===== src/rtl/cavlc_pkg.sv =====
// Shared types and constants for the CAVLC level decoder.
// Escape prefixes, suffix adaptation thresholds and the FSM state encoding live here.
package cavlc_pkg;

  typedef enum logic [1:0] {
    ST_IDLE  = 2'd0,
    ST_T1    = 2'd1,
    ST_LEVEL = 2'd2
  } state_e;

  typedef logic signed [15:0] level_t;
  typedef logic [15:0]        code_t;

  localparam int unsigned PREFIX_W       = 16;
  localparam logic [3:0]  ESC_PREFIX_14  = 4'd14;
  localparam logic [3:0]  ESC_PREFIX_15  = 4'd15;
  localparam logic [3:0]  ESC14_SUFFIX_W = 4'd4;
  localparam logic [3:0]  ESC_SUFFIX_W   = 4'd12;
  localparam logic [2:0]  SUFFIX_LEN_MAX = 3'd6;

  localparam code_t THR_SL1 = 16'd3;
  localparam code_t THR_SL2 = 16'd6;
  localparam code_t THR_SL3 = 16'd12;
  localparam code_t THR_SL4 = 16'd24;
  localparam code_t THR_SL5 = 16'd48;

  // Magnitude above which the suffix length grows: 3 << (sl - 1).
  function automatic code_t suffix_thresh(input logic [2:0] sl);
    code_t thr;
    case (sl)
      3'd1:    thr = THR_SL1;
      3'd2:    thr = THR_SL2;
      3'd3:    thr = THR_SL3;
      3'd4:    thr = THR_SL4;
      default: thr = THR_SL5;
    endcase
    return thr;
  endfunction

endpackage


===== src/rtl/level_prefix_finder.sv =====
// Leading-zero count of a 16-bit MSB-first field; found_o is low when the field is all zeros.
// Purely combinational.
module level_prefix_finder (
  input  logic [15:0] bits_i,
  output logic [3:0]  prefix_o,
  output logic        found_o
);

  // Ascending scan: the highest set bit is the last one written.
  always_comb begin
    prefix_o = 4'd0;
    for (int i = 0; i < 16; i++) begin
      if (bits_i[i]) prefix_o = 4'(15 - i);
    end
    found_o = |bits_i;
  end

endmodule


===== src/rtl/cavlc_level_decoder.sv =====
// CAVLC level decoder: trailing-one signs then prefix/suffix levels, one coefficient per cycle, LevelValid one cycle after issue.
// Backpressure: while LevelValid && !LevelReady the output register holds and no bitstream is consumed.
module cavlc_level_decoder
  import cavlc_pkg::*;
#(
  parameter int WIN_W     = 32,
  parameter int MAX_COEFF = 16,
  parameter int LEVEL_W   = 16
) (
  input  logic                           Clk,
  input  logic                           nReset,
  input  logic                           Start,
  input  logic [$clog2(MAX_COEFF+1)-1:0] TotalCoeff,
  input  logic [1:0]                     TrailingOnes,
  input  logic [WIN_W-1:0]               Window,
  output logic [4:0]                     NumShift,
  output logic                           ShiftEn,
  output logic [LEVEL_W-1:0]             LevelOut,
  output logic [$clog2(MAX_COEFF)-1:0]   LevelIdx,
  output logic                           LevelValid,
  input  logic                           LevelReady,
  output logic                           Done,
  output logic                           Error,
  output logic                           Busy
);

  localparam int TC_W  = $clog2(MAX_COEFF + 1);
  localparam int IDX_W = $clog2(MAX_COEFF);

  state_e             state_q, state_d;
  logic [TC_W-1:0]    tc_q, tc_d;
  logic [TC_W-1:0]    cnt_q, cnt_d;
  logic [1:0]         t1_q, t1_d;
  logic [2:0]         sl_q, sl_d;
  logic               first_q, first_d;
  logic               vld_q, vld_d;
  logic               last_q, last_d;
  logic [LEVEL_W-1:0] lvl_q, lvl_d;
  logic [IDX_W-1:0]   idx_q, idx_d;
  logic               done0_q, done0_d;
  logic               err_q, err_d;

  logic [3:0]  prefix;
  logic        found;
  logic [3:0]  sfx_size;
  logic [11:0] sfx_field;
  code_t       sfx_val;
  code_t       lvl_code;
  code_t       lvl_abs;
  level_t      lvl_dec;
  logic [2:0]  sl_base;
  logic [2:0]  sl_next;
  logic [4:0]  lvl_bits;

  logic can_issue, issue, lvl_err, is_last, t1_end;
  logic start_acc, start_bad;

  level_prefix_finder u_prefix (
    .bits_i   (Window[WIN_W-1 -: PREFIX_W]),
    .prefix_o (prefix),
    .found_o  (found)
  );

  assign can_issue = !vld_q || LevelReady;
  assign issue     = can_issue && ((state_q == ST_T1) || ((state_q == ST_LEVEL) && found));
  assign lvl_err   = can_issue && (state_q == ST_LEVEL) && !found;
  assign is_last   = (cnt_q == (tc_q - TC_W'(1)));
  assign t1_end    = (cnt_q == (TC_W'(t1_q) - TC_W'(1)));
  assign start_acc = (state_q == ST_IDLE) && Start && !vld_q;
  assign start_bad = TC_W'(TrailingOnes) > TotalCoeff;

  // Level decode of the codeword at the top of the window.
  always_comb begin
    sfx_size = {1'b0, sl_q};
    if (prefix == ESC_PREFIX_15) begin
      sfx_size = ESC_SUFFIX_W;
    end else if ((prefix == ESC_PREFIX_14) && (sl_q == 3'd0)) begin
      sfx_size = ESC14_SUFFIX_W;
    end
    // Suffix starts right after the prefix's terminating one.
    sfx_field = 12'(Window >> (WIN_W - 13 - int'(prefix)));
    sfx_val   = code_t'(sfx_field >> (4'd12 - sfx_size));

    lvl_code = (code_t'(prefix) << sl_q) + sfx_val;
    if ((prefix == ESC_PREFIX_15) && (sl_q == 3'd0)) lvl_code = lvl_code + code_t'(ESC_PREFIX_15);
    if (first_q && (t1_q != 2'd3)) lvl_code = lvl_code + 16'd2;

    if (!lvl_code[0]) begin
      lvl_abs = (lvl_code + 16'd2) >> 1;
      lvl_dec = $signed(lvl_abs);
    end else begin
      lvl_abs = (lvl_code + 16'd1) >> 1;
      lvl_dec = -$signed(lvl_abs);
    end

    sl_base = (sl_q == 3'd0) ? 3'd1 : sl_q;
    sl_next = sl_base;
    if ((lvl_abs > suffix_thresh(sl_base)) && (sl_base < SUFFIX_LEN_MAX)) sl_next = sl_base + 3'd1;

    lvl_bits = {1'b0, prefix} + 5'd1 + {1'b0, sfx_size};
  end

  always_ff @(posedge Clk or negedge nReset) begin
    if (!nReset) state_q <= ST_IDLE;
    else         state_q <= state_d;
  end

  always_comb begin
    state_d = state_q;
    case (state_q)
      ST_IDLE: begin
        if (start_acc && !start_bad && (TotalCoeff != '0)) begin
          state_d = (TrailingOnes == 2'd0) ? ST_LEVEL : ST_T1;
        end
      end
      ST_T1: begin
        if (issue) begin
          if (is_last)     state_d = ST_IDLE;
          else if (t1_end) state_d = ST_LEVEL;
        end
      end
      ST_LEVEL: begin
        if (lvl_err || (issue && is_last)) state_d = ST_IDLE;
      end
      default: state_d = ST_IDLE;
    endcase
  end

  always_comb begin
    ShiftEn  = issue;
    NumShift = 5'd0;
    if (issue) NumShift = (state_q == ST_T1) ? 5'd1 : lvl_bits;
    Done       = done0_q | (vld_q & LevelReady & last_q);
    Error      = err_q;
    Busy       = (state_q != ST_IDLE) | vld_q;
    LevelValid = vld_q;
    LevelOut   = lvl_q;
    LevelIdx   = idx_q;
  end

  always_comb begin
    tc_d    = tc_q;
    t1_d    = t1_q;
    cnt_d   = cnt_q;
    sl_d    = sl_q;
    first_d = first_q;
    vld_d   = vld_q;
    last_d  = last_q;
    lvl_d   = lvl_q;
    idx_d   = idx_q;
    done0_d = 1'b0;
    err_d   = 1'b0;

    if (vld_q && LevelReady) vld_d = 1'b0;

    if (start_acc) begin
      if (start_bad) begin
        err_d = 1'b1;
      end else begin
        tc_d    = TotalCoeff;
        t1_d    = TrailingOnes;
        sl_d    = ((TotalCoeff > TC_W'(10)) && (TrailingOnes != 2'd3)) ? 3'd1 : 3'd0;
        cnt_d   = '0;
        first_d = 1'b1;
        done0_d = (TotalCoeff == '0);
      end
    end

    if (lvl_err) begin
      err_d = 1'b1;
      vld_d = 1'b0;
    end

    if (issue) begin
      vld_d  = 1'b1;
      last_d = is_last;
      idx_d  = IDX_W'(cnt_q);
      cnt_d  = cnt_q + TC_W'(1);
      if (state_q == ST_T1) begin
        lvl_d = Window[WIN_W-1] ? {LEVEL_W{1'b1}} : LEVEL_W'(1);
      end else begin
        lvl_d   = LEVEL_W'(lvl_dec);
        sl_d    = sl_next;
        first_d = 1'b0;
      end
    end
  end

  always_ff @(posedge Clk or negedge nReset) begin
    if (!nReset) begin
      tc_q    <= '0;
      t1_q    <= '0;
      cnt_q   <= '0;
      sl_q    <= '0;
      first_q <= 1'b0;
      vld_q   <= 1'b0;
      last_q  <= 1'b0;
      lvl_q   <= '0;
      idx_q   <= '0;
      done0_q <= 1'b0;
      err_q   <= 1'b0;
    end else begin
      tc_q    <= tc_d;
      t1_q    <= t1_d;
      cnt_q   <= cnt_d;
      sl_q    <= sl_d;
      first_q <= first_d;
      vld_q   <= vld_d;
      last_q  <= last_d;
      lvl_q   <= lvl_d;
      idx_q   <= idx_d;
      done0_q <= done0_d;
      err_q   <= err_d;
    end
  end

endmodule

===== config.mk =====
export PLATFORM = sky130hd
export DESIGN_NAME = cavlc_level_decoder
export DESIGN_NICKNAME = d
export VERILOG_FILES = /design/src/rtl/cavlc_pkg.sv /design/src/rtl/level_prefix_finder.sv /design/src/rtl/cavlc_level_decoder.sv
export SDC_FILE = /design/constraint.sdc
export NUM_CORES = 1
export LEC_CHECK = 0
export ABC_AREA = 0
export BUFFER_PORTS_ARGS = -buffer_cell sky130_fd_sc_hd__buf_2
export CAP_MARGIN = 10
export CORE_MARGIN = 2
export CORE_UTILIZATION = 39
export DETAILED_ROUTE_END_ITERATION = 16
export PLACE_DENSITY = 0.66
export SYNTH_ARGS = -nofsm -noshare
export SYNTH_HDL_FRONTEND = slang
export SYNTH_HIERARCHICAL = 1
export SYNTH_SLANG_ARGS = --single-unit

===== constraint.sdc =====
create_clock -name Clk -period 8.12 [get_ports Clk]
set_clock_uncertainty 0.05 [all_clocks]
set_input_delay 1.624 -clock Clk [delete_from_list [all_inputs] [get_ports Clk]]
set_output_delay 1.624 -clock Clk [all_outputs]
set_load 0.02 [all_outputs]

==> qor.csv, run 1 <==
stage;metric;value;unit
flow_run;max-cap violations;0;
timing;Slew Viols, Final;0;
synth;number of synthesized flops with an enable pin;0;
critical_path;CP max-delay cell;fa_2;
critical_path;Worst Setup SP;Window[21];
route;number of vias per cell;5.783;
cells_and_area;FF/Latch Area;1051;µm²
synth;Syn Std Cell Area;6954;µm²
floorplanning;die area;18920;µm²
synth;compound-gate portion of the synthesized area;0.2487;
place;placed cells;1361;
clock_network;H-Tree Depth;2;
place;cell area after placement;9115;µm²
clock_network;Worst-Skew Late Latency;0.29;ns
outcome;status;finished with violations;
floorplanning;Rows;48;
clock_network;Max clock buf depth;2;
synth;Netlist cell types;91;
cells_and_area;Util after Layout;0.6212;
cells_and_area;share of cells above drive strength 1;0.4720;
timing;FMAX;0.1146;GHz
critical_path;Crit Path Max Fanout;11;
synth;cell count after synthesis;909;
timing;RSZ-0062 raised after global routing;yes;
cells_and_area;Layout fillers;1366;
critical_path;Setup CP Type;in -> reg;
cells_and_area;commonest non-fill, non-tap cell in the layout;buf_4;
synth;fraction of the mapped netlist area in simple logic gates;0.2548;
route;DR WL/cell;16.98;µm
cells_and_area;area of the multi-input gates;6603;µm²
route;routed vias;8212;
critical_path;end point of the critical path;sl_q[0];
synth;mux cell area share after synthesis;0.1328;
synth;Post-Synth XOR/XNOR Area;0.08402;
global_route;Overflow after GRT;0;
synth;Synth Register Bits;42;
route;number of DRC markers in iteration 0;583;
timing;WHS;0.4245;ns
min_path;min-delay worst type;reg -> reg;
cells_and_area;commonest cells after routing, fill and taps aside;buf_4 (228), nand2_1 (98), nor2_1 (77);
synth;main combinational cell family by area after synthesis;simple AND/OR/NAND/NOR gates;
clock_network;CTS root buf;clkbuf_16;
floorplanning;Die Height;137.5;µm
synth;async set-reset flop share out of synthesis;1.000;
timing;endpoints failing setup;12;
floorplanning;CORE AREA;17360;µm²
cells_and_area;ANT cells;0;
timing;Final period util;1.075;
route;DRT Wirelength;24.11;mm
synth;syn_nets;990;
critical_path;FF-to-FF setup slack;1.25;ns
clock_network;clock tree sinks;42;
critical_path;R2R depth;32;
synth;dominant synthesized flop cell;dfrtp_1;
timing;fin crit period;8.727;ns
clock_network;Clock transition at path regs;0.06;ns
synth;Avg Cell Area, Syn;7.650;µm²
clock_network;hold_buf cts;0;
critical_path;arrival time worst endpoint;8.84;ns
timing;Max transition margin;0.3896;
floorplanning;Starting Density;0.4007;
cells_and_area;Final Net Count;1275;
cells_and_area;Final Cell Area;10780;µm²
clock_network;TritonCTS clock tree;yes;
outcome;violated checks;negative setup slack;
synth;sequential fraction of the synthesis area;0.1511;
global_route;first-pass GRT wire length;36.44;mm
synth;Adder-Cell Fraction of Synth Area;0.07053;
critical_path;crit path capture type;flop;
global_route;largest net degree at the start of global routing;43;
global_route;all-layer global routing usage;0.2363;
critical_path;Worst R2R Start;sl_q[0];
global_route;antenna violations before repair;0;
place;GP Congestion;0.9468;
floorplanning;I/O pin total;73;
critical_path;Critical R2R Capture;sl_q[0];
timing;slew at the pin closest to its max-slew limit;0.9156;ns
cells_and_area;Non-Filler Instances;1420;
route;Routed Antenna Nets;0;
timing;Final Hold Viols;0;
place;dpl hpwl;17.45;mm
cells_and_area;P&R area growth vs syn;55.04;%
clock_network;number of CTS-inserted buffers;5;
timing;Setup WS post-layout;-0.6068;ns
critical_path;CP peak stage delay;0.59;ns
place;input/output buffers;72;
route;TritonRoute pass-1 iters;5;
floorplanning;Die Wd;137.5;µm
critical_path;critical path startpoint category;primary input;
synth;Yosys warning total;6;
global_route;vias in the first global route;7630;
route;DR DRC count;0;
critical_path;CP required;8.23;ns
-- Yosys cell counts (4+ instances only) --
cell type | number | area, µm²
mux2i_1 | 18 | 180.2
or3_1 | 10 | 62.56
and2_1 | 11 | 68.82
nand4_1 | 13 | 81.33
o31ai_1 | 6 | 45.04
buf_2 | 11 | 55.05
a31oi_1 | 10 | 62.56
ha_1 | 36 | 450.4
nor2b_1 | 16 | 100.1
nand2b_1 | 12 | 75.07
xnor2_1 | 36 | 315.3
a211oi_1 | 17 | 127.6
a311oi_1 | 4 | 35.03
xor2_1 | 18 | 157.7
or2_2 | 4 | 25.02
a21o_1 | 8 | 60.06
nand3_1 | 23 | 115.1
o22ai_1 | 10 | 62.56
o21a_1 | 7 | 52.55
mux2_2 | 12 | 135.1
dfrtp_1 | 42 | 1051
clkbuf_1 | 32 | 120.1
o211a_1 | 5 | 50.05
clkinv_1 | 5 | 18.77
a21oi_1 | 72 | 360.4
nor4_1 | 6 | 37.54
and3_1 | 15 | 93.84
and4_1 | 6 | 52.55
o211ai_1 | 15 | 112.6
nor2_1 | 89 | 334.1
buf_1 | 6 | 22.52
nor3_1 | 21 | 105.1
o21ai_0 | 53 | 265.3
inv_1 | 39 | 146.4
nand2_1 | 107 | 401.6
o21ai_1 | 5 | 25.02
mux4_2 | 27 | 608.1
-- through the flow --
stage          setup slack [ns]  setup TNS (ns)
2_1_floorplan           -0.5446          -2.284
3_3_place_gp            -0.9468          -8.605
3_5_place_dp             -1.147          -10.64
4_1_cts                 -0.5282          -3.688
5_1_grt                 -0.9238          -8.540
6_report                -0.6068          -4.559
-- worst max-delay path: cells and delay by family --
kind                     cells  cell delay (ns)
multiplexers                 2             0.33
buffers and inverters        8             0.95
AND/OR/NAND/NOR              5             0.41
AO/OA/AOI/OAI               23             4.22
adder cells (fa/ha/maj)      3             1.09
XOR/XNOR                     1             0.21
-- kinds of logic after synthesis --
family,after synthesis
AOI/OAI and AO/OA,259
xor gates and xnor gates,59
adders and majority gates,38
buffers and inverters,98
DFF,42
muxes,57
and+or+nand+nor,356
-- repair_timing --
action | 4_1_cts | 5_1_grt
resized for setup | 66 | 169
cloned | 2 | 1
pin swaps | 43 | 92
endpoints found under the setup margin | 12 | 14
buffers inserted | 28 | 24
-- metal layers --
metal | share of wire | GRT usage
met5 | 0 | 0
met4 | 0.021 | 0.05384
met1 | 0.43 | 0.3115
met2 | 0.51 | 0.4149
met3 | 0.041 | 0.02575
-- area by class of cell --
type,count,share of cell area
Multi-Input combinational cell,769,0.6124
Clock buffer,6,0.01195
Tap cell,225,0.02611
Timing Repair Buffer,331,0.2313
Inverter,45,0.01729
Clock inverter,2,0.003481
Sequential cell,42,0.09748
-- how the worst min path moves through the flow --
stage / to / depth (start not counted) / startpoint
after floorplan: last_q / 2 / last_q
after detailed placement: LevelIdx[3] / 2 / LevelIdx[3]
final: LevelIdx[3] / 2 / LevelIdx[3]
after CTS: LevelIdx[3] / 2 / LevelIdx[3]
after global placement: LevelIdx[2] / 2 / LevelIdx[2]
after global routing: LevelOut[1] / 1 / LevelOut[1]
-- registers in the layout, summed over array words and instances, names as in the netlist --
| register | count |
|---|---|
| state_q | 2 |
| first_q | 1 |
| LevelOut | 16 |
| done0_q | 1 |
| LevelIdx | 4 |
| sl_q | 3 |
| t1_q | 2 |
| cnt_q | 5 |
| Error | 1 |
| last_q | 1 |
| tc_q | 5 |
| LevelValid | 1 |
Power of run 1 is left out: the tool's default activity adds up to more than one toggle a clock period on the data nets, which glitch-free logic cannot reach.
==> run 2: changes to the inputs <==
CORE_ASPECT_RATIO = 1.25   (was default)
CORE_MARGIN = default   (was 2)
RECOVER_POWER = 25   (was default)
==> run 2 against run 1 <==
Effect of this change:
- the flow finishes with violations (max-capacitance violations, max-slew violations, negative setup slack)
- first-iteration DRC count decreased by 42%
- die area decreased by 2.9%
- fmax decreased by 0.44%
- routed wire length decreased by 6.5%
- non-clock buffer count decreased by 16
- global-route usage decreased by 0.087 points
- sequential share of layout area increased by 0.63 points
- setup slack got worse by 0.038 ns
- cell count decreased by 1.2%
- core utilization decreased by 4.0 points
- hold slack got worse by 0.0047 ns
- highest routed layer unchanged
==> qor.csv, run 2 (synthesis results as in run 1) <==
stage;metric;value;unit;change
outcome;status;finished with violations;;unchanged
outcome;violated checks;max-capacitance violations, max-slew violations, negative setup slack;;was negative setup slack
critical_path;CP peak stage delay;0.52;ns;was 0.59 ns
timing;Slew Viols, Final;43;;was 0
route;DR DRC count;0;;unchanged
critical_path;CP required;8.23;ns;about the same
global_route;first-pass GRT wire length;35.02;mm;was 36.44 mm
timing;endpoints failing setup;12;;unchanged
critical_path;arrival time worst endpoint;8.87;ns;was 8.84 ns
floorplanning;Starting Density;0.3989;;was 0.4007
place;cell area after placement;9184;µm²;was 9115 µm²
global_route;all-layer global routing usage;0.2354;;was 0.2363
power_and_ir_drop;maximum vdd drop;393.7;µV;
critical_path;critical path startpoint category;primary input;;unchanged
critical_path;CP max-delay cell;mux4_2;;was fa_2
clock_network;H-Tree Depth;2;;unchanged
global_route;antenna violations before repair;0;;unchanged
cells_and_area;Final Cell Area;10130;µm²;was 10780 µm²
cells_and_area;ANT cells;0;;unchanged
power_and_ir_drop;Power Dens Cells;534.9;nW/µm²;
floorplanning;Rows;54;;was 48
critical_path;CP most frequent cell;o211ai_1;;
route;routed vias;7977;;was 8212
timing;Setup WS post-layout;-0.6451;ns;was -0.6068 ns
timing;slew at the pin closest to its max-slew limit;2.255;ns;was 0.9156 ns
critical_path;Setup CP Type;in -> reg;;unchanged
place;placed cells;1371;;was 1361
clock_network;number of CTS-inserted buffers;5;;unchanged
floorplanning;Die Wd;121.4;µm;was 137.5 µm
place;dpl hpwl;17.49;mm;was 17.45 mm
critical_path;Crit Path Max Fanout;8;;was 11
cells_and_area;share of cells above drive strength 1;0.4190;;was 0.4720
timing;Final period util;1.079;;was 1.075
global_route;largest net degree at the start of global routing;43;;unchanged
timing;fin crit period;8.765;ns;was 8.727 ns
flow_run;max-cap violations;1;;was 0
timing;FMAX;0.1141;GHz;was 0.1146 GHz
timing;Final Hold Viols;0;;unchanged
critical_path;crit path capture type;flop;;unchanged
timing;setup TNS;-4.139;ns;was -4.559 ns
clock_network;CTS root buf;clkbuf_16;;unchanged
route;DRT Wirelength;22.55;mm;was 24.11 mm
clock_network;TritonCTS clock tree;yes;;unchanged
route;DR WL/cell;16.07;µm;was 16.98 µm
global_route;vias in the first global route;7517;;was 7630
clock_network;hold_buf cts;0;;unchanged
route;Routed Antenna Nets;0;;unchanged
timing;RSZ-0062 raised after global routing;yes;;unchanged
place;input/output buffers;72;;unchanged
clock_network;clock tree sinks;42;;unchanged
floorplanning;die area;18370;µm²;was 18920 µm²
cells_and_area;Layout fillers;1548;;was 1366
cells_and_area;Final Net Count;1259;;was 1275
route;TritonRoute pass-1 iters;5;;unchanged
cells_and_area;Non-Filler Instances;1403;;was 1420
cells_and_area;Util after Layout;0.5810;;was 0.6212
floorplanning;Die Height;151.3;µm;was 137.5 µm
route;number of vias per cell;5.686;;was 5.783
global_route;Overflow after GRT;0;;unchanged
clock_network;Worst-Skew Late Latency;0.28;ns;was 0.29 ns
clock_network;Clock transition at path regs;0.06;ns;about the same
floorplanning;CORE AREA;17430;µm²;was 17360 µm²
route;number of DRC markers in iteration 0;338;;was 583
clock_network;Max clock buf depth;2;;unchanged
floorplanning;I/O pin total;73;;unchanged
cells_and_area;commonest non-fill, non-tap cell in the layout;buf_4;;unchanged
cells_and_area;P&R area growth vs syn;45.63;%;was 55.04%
place;GP Congestion;0.9486;;was 0.9468
cells_and_area;commonest cells after routing, fill and taps aside;buf_4 (234), nand2_1 (103), nor2_1 (84);;was buf_4 (228), nand2_1 (98), nor2_1 (77)
power_and_ir_drop;static leakage;4.711;nW;
cells_and_area;Largest register FFs;16;;unchanged
min_path;min-delay worst type;reg -> reg;;unchanged
timing;Max transition margin;-0.5033;;was 0.3896
run 2: layer usage:
| layer | wire length [µm] | share of wire | vias up | global-route usage |
|---|---|---|---|---|
| met5 | 0 | 0 | - | 0 |
| met4 | 1003 | 0.044 | 0 | 0.1136 |
| met3 | 726 | 0.032 | 65 | 0.02636 |
| met2 | 11920 | 0.53 | 214 | 0.4375 |
| met1 | 8899 | 0.39 | 3797 | 0.2644 |
| li1 | - | - | 3901 | - |
run 2: final cells by class:
cell class                      count  area, µm²  area share
Clock inverter                      1      5.005   0.0004942
Tap cell                          224      280.3     0.02767
Clock buffer                        7      142.6     0.01408
Inverter                           45      183.9     0.01816
Sequential cell                    42       1051      0.1038
Timing Repair Buffer              315       2291      0.2262
Multi-Input combinational cell    769       6173      0.6096
run 2: path summary, 6_finish.rpt:
check / from / end / slack, ns / cells after the start
min: LevelIdx[1] / LevelIdx[1] / 0.42 / 2
min reg2reg: LevelIdx[1] / LevelIdx[1] / 0.42 / 2
max: Window[17] / sl_q[0] / -0.65 / 37
min in group asynchronous: nReset / LevelOut[12] / 1.96 / 1
max reg2reg: sl_q[0] / sl_q[0] / 1.21 / 34
max in group asynchronous: nReset / t1_q[1] / 4.77 / 1
run 2: power breakdown:
| part | switching (W) | internal [W] | total [W] |
|---|---|---|---|
| combinational | 0.00242 | 0.00240 | 0.00481 |
| sequential | 0.000101 | 0.000303 | 0.000403 |
| clock | 0.0000778 | 0.000122 | 0.000200 |
| total | 0.00259 | 0.00282 | 0.00542 |
run 2: worst max-delay path, delay by kind of cell:
kind,cells,cell delay (ns)
XOR/XNOR,1,0.11
AO/OA/AOI/OAI,20,4.17
adder cells (fa/ha/maj),2,0.58
multiplexers,2,1.03
buffers and inverters,7,0.84
AND/OR/NAND/NOR,5,0.50
run 2: what timing repair did:
item,4_1_cts,5_1_grt
gates cloned,1,0
setup endpoints to repair,12,14
buffers inserted,16,9
pin swaps,58,43
resized for setup,58,71
run 2: through the flow:
step | worst slack, ns | hold slack, ns | total power [W]
final | -0.6451 | 0.4198 | 0.005417
after global routing | -0.9548 | 0.4493 | 0.005880
after CTS | -0.5109 | 0.4243 | 0.005063
after detailed placement | -0.9685 | 0.4093 | 0.004486
after global placement | -0.8436 | 0.4068 | 0.004431
after floorplan | -0.5446 | 0.4009 | 0.003005
No activity file was read; power rests on OpenSTA's default activity.
